## src/rtl/fifo_word_packer_pkg.sv

```systemverilog
// Shared types for the FIFO word packer: state enum, default sizes
// and the lane-counter width helper.
package fifo_packer_pkg;

    typedef enum logic {
        FILL = 1'b0,
        HOLD = 1'b1
    } packState_t;

    localparam int DefDataWidth = 8;
    localparam int DefPackRatio = 4;

    // laneCnt must reach packRatio itself, hence the extra bit.
    function automatic int laneCntWidth(input int ratio);
        return $clog2(ratio) + 1;
    endfunction

endpackage

```

## src/rtl/fifo_word_packer_if.sv

```systemverilog
// Downstream word stream of the packer (valid/ready handshake).
// wordParityOut exists only when PACKER_PARITY_EN is defined.
interface fifo_word_packer_if
    import fifo_packer_pkg::*;
#(
    parameter int dataWidth = DefDataWidth,
    parameter int packRatio = DefPackRatio
);

    logic [dataWidth*packRatio-1:0] wordOut;
    logic [packRatio-1:0]           laneMaskOut;
    logic                           wordValidOut;
    logic                           wordReadyIn;
`ifdef PACKER_PARITY_EN
    logic                           wordParityOut;
`endif

    modport master (
        output wordOut,
        output laneMaskOut,
        output wordValidOut,
`ifdef PACKER_PARITY_EN
        output wordParityOut,
`endif
        input  wordReadyIn
    );

    modport slave (
        input  wordOut,
        input  laneMaskOut,
        input  wordValidOut,
`ifdef PACKER_PARITY_EN
        input  wordParityOut,
`endif
        output wordReadyIn
    );

endinterface

```

## src/rtl/packer_lane_ctrl.sv

```systemverilog
// Lane bookkeeping for the packer: lane count, in-flight read,
// pending flush and the FIFO read-issue decision.
module packer_lane_ctrl
    import fifo_packer_pkg::*;
#(
    parameter  int packRatio = DefPackRatio,
    localparam int cntW      = laneCntWidth(packRatio)
) (
    input  logic            clkIn,
    input  logic            rstIn,
    input  logic            isFill,
    input  logic            accept,
    input  logic            fifoEmptyIn,
    input  logic            flushIn,
    output logic [cntW-1:0] laneCnt,
    output logic            rdPending,
    output logic            flushPending,
    output logic            fifoReadEnableOut
);

    localparam logic [cntW:0] RatioW = (cntW + 1)'(packRatio);

    logic [cntW:0] inFlight;

    assign inFlight = {1'b0, laneCnt} + {{cntW{1'b0}}, rdPending};

    // Held low during reset so no read is lost while the packer is cleared.
    assign fifoReadEnableOut = rstIn && isFill && !fifoEmptyIn &&
                               !flushPending && (inFlight < RatioW);

    always_ff @(posedge clkIn or negedge rstIn) begin
        if (!rstIn) begin
            laneCnt      <= '0;
            rdPending    <= 1'b0;
            flushPending <= 1'b0;
        end else begin
            rdPending <= fifoReadEnableOut;
            if (accept) begin
                laneCnt      <= '0;
                flushPending <= 1'b0;
            end else begin
                if (rdPending) begin
                    laneCnt <= laneCnt + cntW'(1);
                end
                if (isFill && flushIn && (laneCnt != '0 || rdPending)) begin
                    flushPending <= 1'b1;
                end
            end
        end
    end

endmodule

```

## src/rtl/fifo_word_packer.sv

```systemverilog
// Packs packRatio FIFO entries into one word with valid/ready output.
// Optional even parity on the word when PACKER_PARITY_EN is defined.
module fifo_word_packer
    import fifo_packer_pkg::*;
#(
    parameter int dataWidth = DefDataWidth,
    parameter int packRatio = DefPackRatio
) (
    input  logic                 clkIn,
    input  logic                 rstIn,
    input  logic [dataWidth-1:0] fifoDataIn,
    input  logic                 fifoEmptyIn,
    output logic                 fifoReadEnableOut,
    input  logic                 flushIn,
    fifo_word_packer_if.master   bus
);

    localparam int cntW  = laneCntWidth(packRatio);
    localparam int idxW  = $clog2(packRatio);
    localparam int wordW = dataWidth * packRatio;
    localparam logic [cntW-1:0] LastLane = cntW'(packRatio - 1);

    packState_t state;
    packState_t stateNext;

    logic [wordW-1:0]     wordQ;
    logic [wordW-1:0]     wordNext;
    logic [packRatio-1:0] maskQ;
    logic [packRatio-1:0] maskNext;
    logic                 validQ;
    logic                 validNext;

    logic [cntW-1:0] laneCnt;
    logic [idxW-1:0] laneIdx;
    logic            rdPending;
    logic            flushPending;
    logic            accept;
    logic            capLast;
    logic            flushDone;

    assign accept    = validQ && bus.wordReadyIn;
    assign laneIdx   = laneCnt[idxW-1:0];
    assign capLast   = rdPending && (laneCnt == LastLane);
    assign flushDone = flushPending && !rdPending && (laneCnt != '0);

    packer_lane_ctrl #(
        .packRatio (packRatio)
    ) uLaneCtrl (
        .clkIn             (clkIn),
        .rstIn             (rstIn),
        .isFill            (state == FILL),
        .accept            (accept),
        .fifoEmptyIn       (fifoEmptyIn),
        .flushIn           (flushIn),
        .laneCnt           (laneCnt),
        .rdPending         (rdPending),
        .flushPending      (flushPending),
        .fifoReadEnableOut (fifoReadEnableOut)
    );

    always_comb begin
        stateNext = state;
        wordNext  = wordQ;
        maskNext  = maskQ;
        validNext = validQ;
        unique case (state)
            FILL: begin
                // rdPending is only ever set while laneCnt < packRatio.
                if (rdPending) begin
                    wordNext[laneIdx*dataWidth +: dataWidth] = fifoDataIn;
                    maskNext[laneIdx] = 1'b1;
                end
                if (capLast || flushDone) begin
                    stateNext = HOLD;
                    validNext = 1'b1;
                end
            end
            HOLD: begin
                if (accept) begin
                    stateNext = FILL;
                    validNext = 1'b0;
                    wordNext  = '0;
                    maskNext  = '0;
                end
            end
            default: begin
                stateNext = FILL;
            end
        endcase
    end

    always_ff @(posedge clkIn or negedge rstIn) begin
        if (!rstIn) begin
            state  <= FILL;
            wordQ  <= '0;
            maskQ  <= '0;
            validQ <= 1'b0;
        end else begin
            state  <= stateNext;
            wordQ  <= wordNext;
            maskQ  <= maskNext;
            validQ <= validNext;
        end
    end

    assign bus.wordOut      = wordQ;
    assign bus.laneMaskOut  = maskQ;
    assign bus.wordValidOut = validQ;

`ifdef PACKER_PARITY_EN
    logic parityQ;

    always_ff @(posedge clkIn or negedge rstIn) begin
        if (!rstIn) begin
            parityQ <= 1'b0;
        end else begin
            parityQ <= ^wordNext;
        end
    end

    assign bus.wordParityOut = parityQ;
`endif

endmodule
```

## src/flat_wrapper.sv

```systemverilog
// flat-port wrapper written by rule: the top's interface ports become plain ports
module fifo_word_packer_flat import fifo_packer_pkg::*;
#(
    parameter int dataWidth = DefDataWidth,
    parameter int packRatio = DefPackRatio
)
  (clkIn, rstIn, fifoDataIn, fifoEmptyIn, fifoReadEnableOut, flushIn, bus_wordOut, bus_laneMaskOut, bus_wordValidOut, bus_wordReadyIn);
  fifo_word_packer_if #(.dataWidth(dataWidth), .packRatio(packRatio)) bus_i ();
  input  logic clkIn;
  input  logic rstIn;
  input  logic [dataWidth-1:0] fifoDataIn;
  input  logic fifoEmptyIn;
  output logic fifoReadEnableOut;
  input  logic flushIn;
  output wire logic [$bits(bus_i.wordOut)-1:0] bus_wordOut;
  output wire logic [$bits(bus_i.laneMaskOut)-1:0] bus_laneMaskOut;
  output wire logic [$bits(bus_i.wordValidOut)-1:0] bus_wordValidOut;
  input wire logic [$bits(bus_i.wordReadyIn)-1:0] bus_wordReadyIn;
  assign bus_wordOut = bus_i.wordOut;
  assign bus_laneMaskOut = bus_i.laneMaskOut;
  assign bus_wordValidOut = bus_i.wordValidOut;
  assign bus_i.wordReadyIn = bus_wordReadyIn;
  fifo_word_packer #(.dataWidth(dataWidth), .packRatio(packRatio)) u_core (.clkIn(clkIn), .rstIn(rstIn), .fifoDataIn(fifoDataIn), .fifoEmptyIn(fifoEmptyIn), .fifoReadEnableOut(fifoReadEnableOut), .flushIn(flushIn), .bus(bus_i));
endmodule
```

## config.mk

```make
export PLATFORM = sky130hd
export DESIGN_NAME = fifo_word_packer_flat
export DESIGN_NICKNAME = d
export VERILOG_FILES = /design/src/rtl/fifo_word_packer_pkg.sv /design/src/rtl/fifo_word_packer_if.sv /design/src/rtl/packer_lane_ctrl.sv /design/src/rtl/fifo_word_packer.sv /design/src/flat_wrapper.sv
export SDC_FILE = /design/constraint.sdc
export NUM_CORES = 1
export LEC_CHECK = 0
export ABC_AREA = 1
export BUFFER_PORTS_ARGS = -buffer_cell sky130_fd_sc_hd__buf_2
export CAP_MARGIN = 5
export CORE_MARGIN = 2
export CORE_UTILIZATION = 57
export CTS_CLUSTER_SIZE = 16
export DETAILED_ROUTE_END_ITERATION = 16
export HOLD_SLACK_MARGIN = 0.1
export PLACE_DENSITY_LB_ADDON = 0.25
export SETUP_SLACK_MARGIN = 0.1
export SYNTH_ARGS = -nofsm -noshare
export SYNTH_HDL_FRONTEND = slang
export SYNTH_SLANG_ARGS = --single-unit
```

## constraint.sdc

```tcl
create_clock -name clkIn -period 4.64 [get_ports clkIn]
set_clock_uncertainty 0.2 [all_clocks]
set_input_delay 0.696 -clock clkIn [delete_from_list [all_inputs] [get_ports clkIn]]
set_output_delay 0.696 -clock clkIn [all_outputs]
set_load 0.02 [all_outputs]
```

=== Word-level counts from Yosys, hierarchy flattened ===
Cells that the tools add are included.

* Register bits: 43
* Input port bits: 13
* Output and inout bits: 38
* Logic and storage cells: 61

* Add/subtract/negate cells: 3
* Order comparisons: 3
* Eq/ne operators: 4
* Shift operators: 2
* Muxes and demuxes: 19
* Bitwise logic cells: 2
* Reductions and logical operators: 21

{| class="wikitable"
|+ Operator list
! operator !! number
|-
| $mux 32 || 2
|-
| $pmux 32 s2 || 1
|-
| $neg 5->34 || 1
|-
| $shift 8x34->32 const A || 1
|-
| $shiftx 8x34->32 || 1
|-
| $bwmux 32 || 1
|-
| $logic_and 1x1->1 || 11
|-
| $mux 4 || 2
|-
| $pmux 4 s2 || 1
|-
| $mux 1 || 7
|-
| $mux 3 || 2
|-
| $add 3x1->4 || 1
|-
| $lt 4x3->1 const B || 1
|-
| $ne 2x1->1 const B || 2
|-
| $or 4x4->4 || 1
|-
| $pmux 1 s2 || 2
|-
| $reduce_and 2->1 || 2
|-
| $reduce_bool 2->1 || 2
|-
| $add 3x1->3 const B || 1
|-
| $eq 3x2->1 const B || 1
|-
| $logic_not 1->1 || 3
|-
| $lt 2x3->1 const B || 1
|-
| $reduce_bool 3->1 || 1
|-
| $demux 1 s2 || 1
|-
| other kinds (4) || 5
|}

=== Longest topological paths before layout ===
Gate-level depths: netlist of run 1.

* Depth after elaboration: 7
* Mapped depth: 8
* Gate-level depth less buffers: 8

=== Hierarchy ===
A second synthesis of run 1 with hierarchy kept.

* Cell total of the unflattened synthesis: 247
* Area total of the unflattened synthesis: 2,084.5 um2

{| class="wikitable"
|+ Modules (own cells, without submodules)
! module !! instances !! cells each !! area each (um2) !! sequential area each (um2)
|-
| fifo_word_packer || 1 || 216 || 1,815.5 || 950.9
|-
| packer_lane_ctrl || 1 || 31 || 269.0 || 125.1
|}

=== Worst setup path after synthesis of run 1 ===
Ideal clock, no wire load.

* Path kind: input to output
* Start: input fifoEmptyIn
* End: output fifoReadEnableOut
* Arrival time: 1.367 ns
* Required time: 3.744 ns
* Setup slack: 2.377 ns
* Cell stages on the path: 2
* Path buffers: 0
* Cell sequence: nand3b_1 nor3_1

* Cells in the longest elaborated chain, start to end: 4

{| class="wikitable"
|+ Ends and longest elaborated chain
! element !! RTL line !! RTL
|-
| from (decl) || flat_wrapper.sv:12 || <nowiki>input logic fifoEmptyIn;</nowiki>
|-
| $logic_not 1->1 || packer_lane_ctrl.sv:28 || <nowiki>assign fifoReadEnableOut = rstIn && isFill && !fifoEmptyIn &&</nowiki>
|-
| $logic_and 1x1->1 (2 in series) || packer_lane_ctrl.sv:28 ||
|-
| $logic_and 1x1->1 || packer_lane_ctrl.sv:29 || <nowiki>!flushPending && (inFlight < RatioW);</nowiki>
|-
| to (decl) || flat_wrapper.sv:13 || <nowiki>output logic fifoReadEnableOut;</nowiki>
|}

Every way passes these cells.

=== Final worst setup path of run 1 ===
* Start: input rstIn
* End: output fifoReadEnableOut

* Cells in the longest elaborated chain, start to end: 4

{| class="wikitable"
|+ Ends and longest elaborated chain
! element !! RTL line !! RTL
|-
| from (decl) || flat_wrapper.sv:10 || <nowiki>input logic rstIn;</nowiki>
|-
| $logic_and 1x1->1 (3 in series) || packer_lane_ctrl.sv:28 ||
|-
| $logic_and 1x1->1 || packer_lane_ctrl.sv:29 ||
|}

Every way passes these cells.

==> results_dict.tcl, run 1 <==
set metrics [dict create \
    cp_cell_sequence "buf_2, buf_4, nand3b_1, nor3_1, buf_2" \
    grt-ovfl-total 0 \
    timing.final.crit_share_pct 57.65 \
    synth_seq_area_share_pct 51.04 \
    multi_input_area_um2 933.4 \
    clockBufferDepth 2 \
    area_growth_pct 17.63 \
    rows 22 \
    cts_setup_buffers 0 \
    via_count 1873 \
    ioPinCount 51 \
    outcome "completed" \
    nNetsFinal 343 \
    critPathBufInv 3 \
    cts_tree "built" \
    syn-cell-area_mm2 0.002108 \
    ys_warn_count 0 \
    rsz0062_at_grt "false" \
    dr.pass1.iters 4 \
    powerDensity_mw_per_mm2 465.9 \
    fin_area_mm2 0.002480 \
    hold_viol 0 \
    slowest_delay_ps 430 \
    worstSetupPathType "input pin to output pin" \
    synth_cell_types 20 \
    clock-sinks 43 \
    dr.first_iter.drc_count 140 \
    grt_first_pass_wirelength_mm 7.493 \
    cp_max_fo 44 \
    clk_pin_slew_ps 70 \
    timing.setup.tns_ps 0 \
    drv_slew 0 \
    max-vdd-ir-drop_mv 0.2943 \
    grt_pass1_vias 1753 \
    pre_cts_slack_ps 1922 \
    hpwl_mm 3.211 \
    reg2reg_from "u_core.uLaneCtrl.laneCnt[0]$_DFFE_PN0P_" \
    ant_nets 0 \
    ctsResizeCount 0 \
    hp-class "input pin to asynchronous set/reset pin" \
    power_mw 1.155 \
    synth_area_leaders "dfrtp_1, nand2_1, nand3_1" \
    die_y_um 64.82 \
    worst_slew_pin_slew_ps 547.3 \
    numCtsBuffers 5 \
    cts_hold_buf 0 \
    core-area_mm2 0.003606 \
    clk_latency_ps 290 \
    via_per_inst 5.062 \
    grt.total_usage_pct 23.13 \
    final_util_pct 68.77 \
    gp_congestion 0.8919 \
    critPathLaunchType "input pin" \
    initial_utilization_pct 58.47 \
    regArea_mm2 0.001076 \
    crit_family "buffers and inverters" \
    worst_slack_ps 1965 \
    synth.top_cell.area_share_pct 51.04 \
    crit_start "rstIn" \
    slew_headroom_pct 63.47 \
    p_leak_nw 1.478 \
    yosys.area.top_type "dfrtp_1" \
    cp_data_arrival_time_ps 1780 \
    drc 0 \
    cts_root_buf "clkbuf_8" \
    min_period_ps 2675 \
    syn_nets 290 \
    end_kind "output pin" \
    max-cap-violations 0 \
    routed_wl_mm 4.282 \
    h-tree-depth 2 \
    wl_per_cell_um 11.57 \
    worstPathRequired_ps 3740 \
    postSynthCellCount 268 \
    fmax_mhz 373.9 \
    dieArea_mm2 0.004201 \
    place_area_mm2 0.002399 \
    die_w_um 64.82 \
    fillers 326 \
    finalSetupViolCount 0 \
    layout-drive-gt1-share_pct 21.43 \
    avgSynthCellArea_um2 7.867 \
    grt_max_degree 45 \
    portBuffers 50 \
    cpMostUsedCell "buf_2" \
    antenna_found_initial 0 \
    antenna_cells 0 \
    ys_ff_latch 43 \
    worst_path_max_delay_cell "buf_4" \
]
[power breakdown]
| group | internal [mW] | total (mW) | leakage (nW) | switching (mW) |
|---|---|---|---|---|
| clock network | 0.106 | 0.223 | 0.0422 | 0.118 |
| registers | 0.442 | 0.503 | 0.583 | 0.0610 |
| logic | 0.132 | 0.429 | 0.852 | 0.297 |
| total | 0.679 | 1.16 | 1.48 | 0.476 |
[cells in the mapped netlist, drive strengths merged]
cell	n
o211ai	1
nand2	100
nand3b	1
nand3	39
a211oi	1
a21oi	2
ha	9
buf	5
nor2	40
dfrtp	43
nand4	1
o21ai	6
inv	19
nor3	1
[cells in the final DEF, fill, tap and decap left out]
cell type,synthesis,routed
inv_2,3,3
nand3b_1,1,1
o211ai_1,1,1
ha_1,9,9
inv_1,16,16
a21oi_1,2,2
nor2_1,38,38
o21ai_0,5,5
nor3_1,1,1
o21ai_2,1,1
nand3_1,38,38
nand4_1,1,1
clkbuf_1,0,2
clkinv_2,0,1
a211oi_1,1,1
buf_4,1,1
nand2_1,95,95
nand3_2,1,1
nand2_2,5,5
dfrtp_1,43,43
clkbuf_8,0,5
buf_2,4,50
nor2_2,2,2
[worst reg2reg max path, stage by stage (launching register included)]
cell and delay (ps):
dfrtp_1 620, inv_1 220, ha_1 400, nor2_1 160
nand2_1 180, nor2_1 130, nand2_1 70, nand2_1 70
[per-layer routing]
layer / GRT usage [%] / share of wire (%) / up-vias
li1: - / - / 951
met1: 30.71 / 45 / 861
met2: 37.37 / 47 / 55
met3: 5.729 / 6.4 / 6
met4: 7.447 / 1.4 / 0
met5: 0 / 0 / -
[final timing paths]
check / to / slack (ps) / depth (start not counted)
min in group clkIn: u_core.uLaneCtrl.rdPending$_DFF_PN0_ / 270 / 1
max in group asynchronous: u_core.bus.wordOut[12]$_DFFE_PN0P_ / 3620 / 2
worst min register to register: u_core.uLaneCtrl.rdPending$_DFF_PN0_ / 270 / 1
worst max register to register: u_core.bus.wordOut[5]$_DFFE_PN0P_ / 2530 / 7
worst min-delay path: u_core.bus.wordOut[23]$_DFFE_PN0P_ / 260 / 2
worst max-delay path: fifoReadEnableOut / 1970 / 5
[final cells by class]
cell class | count | share of cell area (%)
clock buffers | 7 | 3.078
repair buffers | 51 | 10.39
flip-flops and latches | 43 | 43.39
well taps | 48 | 2.422
clock inverters | 1 | 0.2018
multi-input cells | 201 | 37.64
inverters | 19 | 2.876
[kinds of logic after synthesis]
kind of cell	synth area share [%]
DFF	51.04
buffers and inverters	4.689
and+or+nand+nor	36.14
adders and majority gates	5.341
AOI/OAI and AO/OA	2.789
[stage by stage]
stage               hold slack (ps)  instances
detailed placement            261.5        362
global placement              258.6        362
floorplan                     200.4        268
CTS                           273.5        370
finish                        256.5        370
global route                  305.1        370
[flip-flops by register name, indices dropped and copies added, names as in the netlist]
signal and count:
u_core.bus.laneMaskOut 4, u_core.bus.wordOut 32, u_core.bus.wordValidOut 1, u_core.state 1, u_core.uLaneCtrl.flushPending 1, u_core.uLaneCtrl.laneCnt 3
u_core.uLaneCtrl.rdPending 1
Note: power is estimated with default switching activity, not from simulation.
==> inputs of run 2 (changes only) <==
ABC_AREA = 0   (was 1)
CORE_UTILIZATION = 48   (was 57)
clock period = 2.2 ns   (was 4.64 ns; I/O delays follow)
==> run 2 against run 1 <==
Against the previous run: the run now ends with hold timing left; sequential cell count unchanged; final cell count down 16%; non-clock buffer count up 9; core utilization down 9.8 points; count of clock-buffer cells in the layout down 1; power up 140%; global-route usage down 3.6 points; highest routed layer unchanged; first-iteration DRC count down 9.3%; critical path type is now register to output pin; register-to-register slack worse by 2300 ps; sequential power up 110%.
==> results_dict.tcl, run 2 <==
set metrics [dict create \
    wl_met2_mm 2.022 \
    slowest_delay_ps 530 \
    worst_slew_pin_slew_ps 533.7 \
    synth.most_common_cell "dfrtp_1" \
    netlist_top_cells_count "dfrtp_1, nand2_1, nor2_1, mux2_2, inv_1" \
    combPwrFrac_pct 45.3 \
    core-area_mm2 0.004354 \
    hpwl_mm 3.225 \
    worstPathRequired_ps 1670 \
    nNetsFinal 280 \
    sw_frac_of_total_pct 41.13 \
    initial_utilization_pct 49.51 \
    cp_cell_sequence "or4b_4, a311oi_2, buf_4" \
    critPathLaunchType "register" \
    antenna_cells 0 \
    ant_nets 0 \
    drc 0 \
    synth_ff_type "dfrtp_1" \
    finalSetupViolCount 0 \
    layout-drive-gt1-share_pct 33.07 \
    wl_per_cell_um 14.68 \
    die_w_um 71.02 \
    worst_hold_slack_ps -68.29 \
    fin_area_mm2 0.002567 \
    numCtsBuffers 5 \
    hp-class "input pin to asynchronous set/reset pin" \
    cp_data_arrival_time_ps 1660 \
    grt_first_pass_wirelength_mm 7.652 \
    synth_area_leaders "dfrtp_1, mux2_2, ha_1" \
    grt_pass1_vias 1536 \
    multi_input_area_um2 972.2 \
    critPathBufInv 1 \
    max-vdd-ir-drop_mv 0.6181 \
    p_int_mw 1.622 \
    avgSynthCellArea_um2 10.52 \
    violations "hold timing" \
    hold_viol 43 \
    outcome "finished, violations left" \
    ys_warn_count 0 \
    clk_latency_ps 290 \
    via_per_inst 5.278 \
    timing.setup.tns_ps 0 \
    area_growth_pct 19.09 \
    drv_slew 0 \
    postSynthCellCount 205 \
    fillers 371 \
    dr.pass1.iters 4 \
    rsz0062_at_grt "true" \
    yosys.area.top_type "dfrtp_1" \
    p_switching_mw 1.133 \
    ioPinCount 51 \
    rows 24 \
    routed_wl_mm 4.536 \
    met1_length_mm 2.245 \
    h-tree-depth 2 \
    syn_nets 227 \
    min_period_ps 2190 \
    final_common_cell "buf_2" \
    end_kind "output pin" \
    p_clk_share_pct 16.7 \
    cts_root_buf "clkbuf_8" \
    cts_tree "built" \
    cts_hold_buf 2 \
    grt.total_usage_pct 19.48 \
    largest_reg_flops 32 \
    clock-sinks 43 \
    fmax_mhz 456.7 \
    route.met3.wl_um 202 \
    dieArea_mm2 0.005043 \
    synth_cell_types 30 \
    grt-ovfl-total 0 \
    grt_max_degree 44 \
    synthArstFlopShare_pct 100.0 \
    ys_ff_latch 43 \
    clk_pin_slew_ps 80 \
    antenna_found_initial 0 \
    via_count 1631 \
    clockBufferDepth 2 \
    timing.final.crit_share_pct 99.53 \
    dr.first_iter.drc_count 127 \
    portBuffers 50 \
    die_y_um 71.02 \
    slew_headroom_pct 64.42 \
    synth_seq_area_share_pct 49.91 \
    worst_path_max_delay_cell "or4b_4" \
    syn-cell-area_mm2 0.002156 \
    cp_max_fo 4 \
    powerDensity_mw_per_mm2 1073 \
    p_seq_share_pct 38.1 \
    crit_family "simple AND/OR/NAND/NOR gates" \
    gp_congestion 0.8113 \
    synth.top_cell.area_share_pct 49.91 \
    max-cap-violations 0 \
    top_layer "met4" \
    worstSetupPathType "register to output pin" \
    place_area_mm2 0.002456 \
    synth-edff-count 0 \
    p_leak_nw 1.336 \
    layout_common_cells "buf_2, dfrtp_1, nand2_1" \
    regArea_mm2 0.001076 \
]
==> run 2: cell count changes in the layout (fill, tap and decap cells not counted), moves of 8 or more <==
cell / before / now
buf_4: 1 / 9
mux2_1: 0 / 9
mux2_2: 0 / 15
mux2i_1: 0 / 9
nand2_1: 95 / 27
nand3_1: 38 / 8
nor2_1: 38 / 20
==> run 2: power groups by stage <==
stage | Sequential [mW] | Clock [mW] | Combinational, mW
2_1_floorplan | 1.18 | 0 | 0.735
3_3_place_gp | 1.06 | 0 | 1.21
3_5_place_dp | 1.06 | 0 | 1.22
4_1_cts | 1.05 | 0.471 | 1.25
5_1_grt | 1.07 | 0.507 | 1.38
6_report | 1.05 | 0.459 | 1.25
==> run 2: layout make-up <==
| class | instances | share of cell area (%) |
|---|---|---|
| flip-flops and latches | 43 | 41.91 |
| well taps | 52 | 2.534 |
| multi-input cells | 135 | 37.87 |
| repair buffers | 60 | 12.96 |
| inverters | 13 | 1.901 |
| clock buffers | 6 | 2.827 |
==> run 2: worst register-to-register path, cell delays in order, from the launching register on <==
cell	delay, ps
dfrtp_1	450
inv_1	130
ha_1	240
or4b_4	580
nor2_1	130
mux2_1	140
==> run 2: worst paths after layout <==
path / to / slack (ps) / startpoint / cells after the start
min reg2reg: u_core.bus.wordOut[16]$_DFFE_PN0P_ / 290 / u_core.bus.wordOut[16]$_DFFE_PN0P_ / 1
max in group asynchronous: u_core.uLaneCtrl.rdPending$_DFF_PN0_ / 1510 / rstIn / 2
max: fifoReadEnableOut / 10 / u_core.uLaneCtrl.laneCnt[2]$_DFFE_PN0P_ / 3
min in group clkIn: u_core.bus.wordOut[6]$_DFFE_PN0P_ / 100 / fifoDataIn[6] / 3
max reg2reg: u_core.bus.wordOut[21]$_DFFE_PN0P_ / 280 / u_core.uLaneCtrl.laneCnt[0]$_DFFE_PN0P_ / 5
min: u_core.bus.wordOut[18]$_DFFE_PN0P_ / -70 / rstIn / 2
==> run 2: kinds of logic after synthesis <==
group | Yosys count | share of synthesized area [%]
buffers and inverters | 27 | 5.746
xor gates and xnor gates | 1 | 0.4063
DFF | 43 | 49.91
muxes | 33 | 16.72
and+or+nand+nor | 71 | 15.55
adders and majority gates | 9 | 5.224
AOI/OAI and AO/OA | 21 | 6.443
==> run 2: stage by stage <==
step                      util (%)  cells  power (mW)  setup slack, ps
after floorplan                  -    205       1.917            56.90
after global placement       56.41    301       2.267            178.1
after detailed placement     56.41    301       2.282            125.2
after CTS                    58.88    309       2.768           -17.76
after global routing         58.97    309       2.955           -59.50
final                        58.97    309       2.755            10.29
==> run 2: metal layers <==
metal  GRT usage [%]  up-vias
li1                -      787
met1           29.63      791
met2           27.31       48
met3           4.558        5
met4           6.709        0
met5               0        -
==> run 2: repair_timing <==
action	in CTS	in global routing
hold endpoints to repair	47	43
setup buffers	0	0
gates resized for setup	4	1
cloned	0	0
endpoints found under the setup margin	1	9
pin swaps	0	0
==> inputs of run 3 (changes only) <==
CORE_MARGIN = unset   (was 2)
==> run 3 against run 2 <==
Against the previous run: the flow now finishes without violations; clock power rose by 6.8%; final cell count rose by 0.97%; cell area rose by 0.73%; core utilization rose by 0.84 points.
==> results_dict.tcl, run 3 (synthesis results as in run 2) <==
set metrics [dict create \
    outcome "completed" \
    dr.pass1.iters 5 \
    powerDensity_mw_per_mm2 1073 \
    area_growth_pct 19.97 \
    r2r_cells 5 \
    grt_max_degree 44 \
    power_mw 2.776 \
    end_kind "output pin" \
    via_count 1629 \
    hold_viol 0 \
    r2r-end "u_core.bus.wordOut[16]$_DFFE_PN0P_" \
    ant_nets 0 \
    numCtsBuffers 5 \
    ioPinCount 51 \
    hpwl_mm 3.171 \
    worstSetupPathType "register to output pin" \
    cp_data_arrival_time_ps 1640 \
    dr.first_iter.drc_count 121 \
    met1_length_mm 2.185 \
    fmax_mhz 461.5 \
    timing.final.crit_share_pct 98.49 \
    final_common_cell "buf_2" \
    min_period_ps 2167 \
    hp-start "fifoDataIn[6]" \
    h-tree-depth 2 \
    route.met3.wl_um 203 \
    layout_common_cells "buf_2, dfrtp_1, nand2_1" \
    gp_congestion 0.7390 \
    die_y_um 69.02 \
    fillers 374 \
    via_per_inst 5.221 \
    rows 24 \
    crit_start "u_core.state$_DFF_PN0_" \
    clk_latency_ps 290 \
    hp-class "input pin to register" \
    max-vdd-ir-drop_mv 0.4021 \
    grt.total_usage_pct 21.14 \
    portBuffers 50 \
    clockBufferDepth 2 \
    nNetsFinal 281 \
    cts_root_buf "clkbuf_8" \
    cts_setup_buffers 0 \
    max-cap-violations 0 \
    dieArea_mm2 0.004763 \
    min_to "u_core.bus.wordOut[6]$_DFFE_PN0P_" \
    cp_max_fo 2 \
    layout-drive-gt1-share_pct 33.08 \
    grt_pass1_vias 1613 \
    drc 0 \
    cts_tree "built" \
    initial_utilization_pct 49.86 \
    critPathLaunchType "register" \
    antenna_found_initial 0 \
    final_cells 312 \
    reg2reg_from "u_core.uLaneCtrl.laneCnt[0]$_DFFE_PN0P_" \
    wl_met2_mm 2.106 \
    clk_pin_slew_ps 80 \
    antenna_cells 0 \
    worstHoldPathCells 3 \
    top_layer "met4" \
    p_leak_nw 1.343 \
    routed_wl_mm 4.555 \
    drv_slew 0 \
    worstPathRequired_ps 1670 \
    wl_per_cell_um 14.60 \
    worst_slew_pin_slew_ps 541.0 \
    grt_first_pass_wirelength_mm 7.886 \
    r2r_slack_ps 200 \
    clock-sinks 43 \
    core-area_mm2 0.004324 \
    dp.cells 301 \
    finalSetupViolCount 0 \
    largest_reg_flops 32 \
    rsz0062_at_grt "true" \
    slew_headroom_pct 63.94 \
    die_w_um 69.02 \
    grt-ovfl-total 0 \
]
-- run 3: worst max path at each step --
| stage | endpoint | slack [ps] | cells after the start |
|---|---|---|---|
| 2_1_floorplan | fifoReadEnableOut | 60 | 3 |
| 3_5_place_dp | u_core.bus.wordOut[31]$_DFFE_PN0P_ | 180 | 5 |
| 5_1_grt | fifoReadEnableOut | -30 | 3 |
| 3_3_place_gp | u_core.bus.wordOut[25]$_DFFE_PN0P_ | 280 | 5 |
| 4_1_cts | fifoReadEnableOut | 7 | 3 |
| 6_report | fifoReadEnableOut | 30 | 3 |
-- run 3: per-stage QoR --
step / utilization [%] / hold WS [ps] / TNS, ps / setup WS [ps] / cell area [um2]
3_3_place_gp: 56.80 / 265.8 / 0 / 281.9 / 2456
3_5_place_dp: 56.80 / 271.3 / 0 / 181.8 / 2456
5_1_grt: 59.81 / 127.8 / -33.32 / -33.32 / 2586
6_report: 59.81 / 111.5 / 0 / 33.19 / 2586
4_1_cts: 59.43 / -39.53 / 0 / 7.075 / 2570
2_1_floorplan: - / -165.6 / 0 / 56.90 / 2157
-- run 3: timing repair --
item	CTS	global route
resized for setup	2	3
endpoints found under the setup margin	1	8
hold buffers	2	1
hold endpoints to repair	48	43
-- run 3: critical path, cell delays in order, from the launching register on --
cell and delay (ps):
dfrtp_1 400, or4b_4 540, a311oi_2 220, buf_4 190
-- run 3: per-layer routing --
layer | GRT usage, % | vias up
met4 | 8.163 | 0
met5 | 0 | -
met1 | 28.31 | 793
met2 | 32.69 | 38
met3 | 5.702 | 4
li1 | - | 794
-- run 3: final cells by class --
| cell class | count | area, um2 | share of cell area [%] |
|---|---|---|---|
| Inverter | 13 | 48.80 | 1.887 |
| Multi-Input combinational cell | 135 | 968.4 | 37.45 |
| Clock buffer | 6 | 72.57 | 2.806 |
| Tap cell | 52 | 65.06 | 2.516 |
| Clock inverter | 2 | 12.51 | 0.4838 |
| Timing Repair Buffer | 61 | 342.8 | 13.26 |
| Sequential cell | 43 | 1076 | 41.61 |
-- run 3: power by group --
| part | leakage [nW] | internal (mW) | switching [mW] |
|---|---|---|---|
| registers | 0.582 | 0.936 | 0.100 |
| clock network | 0.0412 | 0.222 | 0.268 |
| logic | 0.720 | 0.472 | 0.777 |
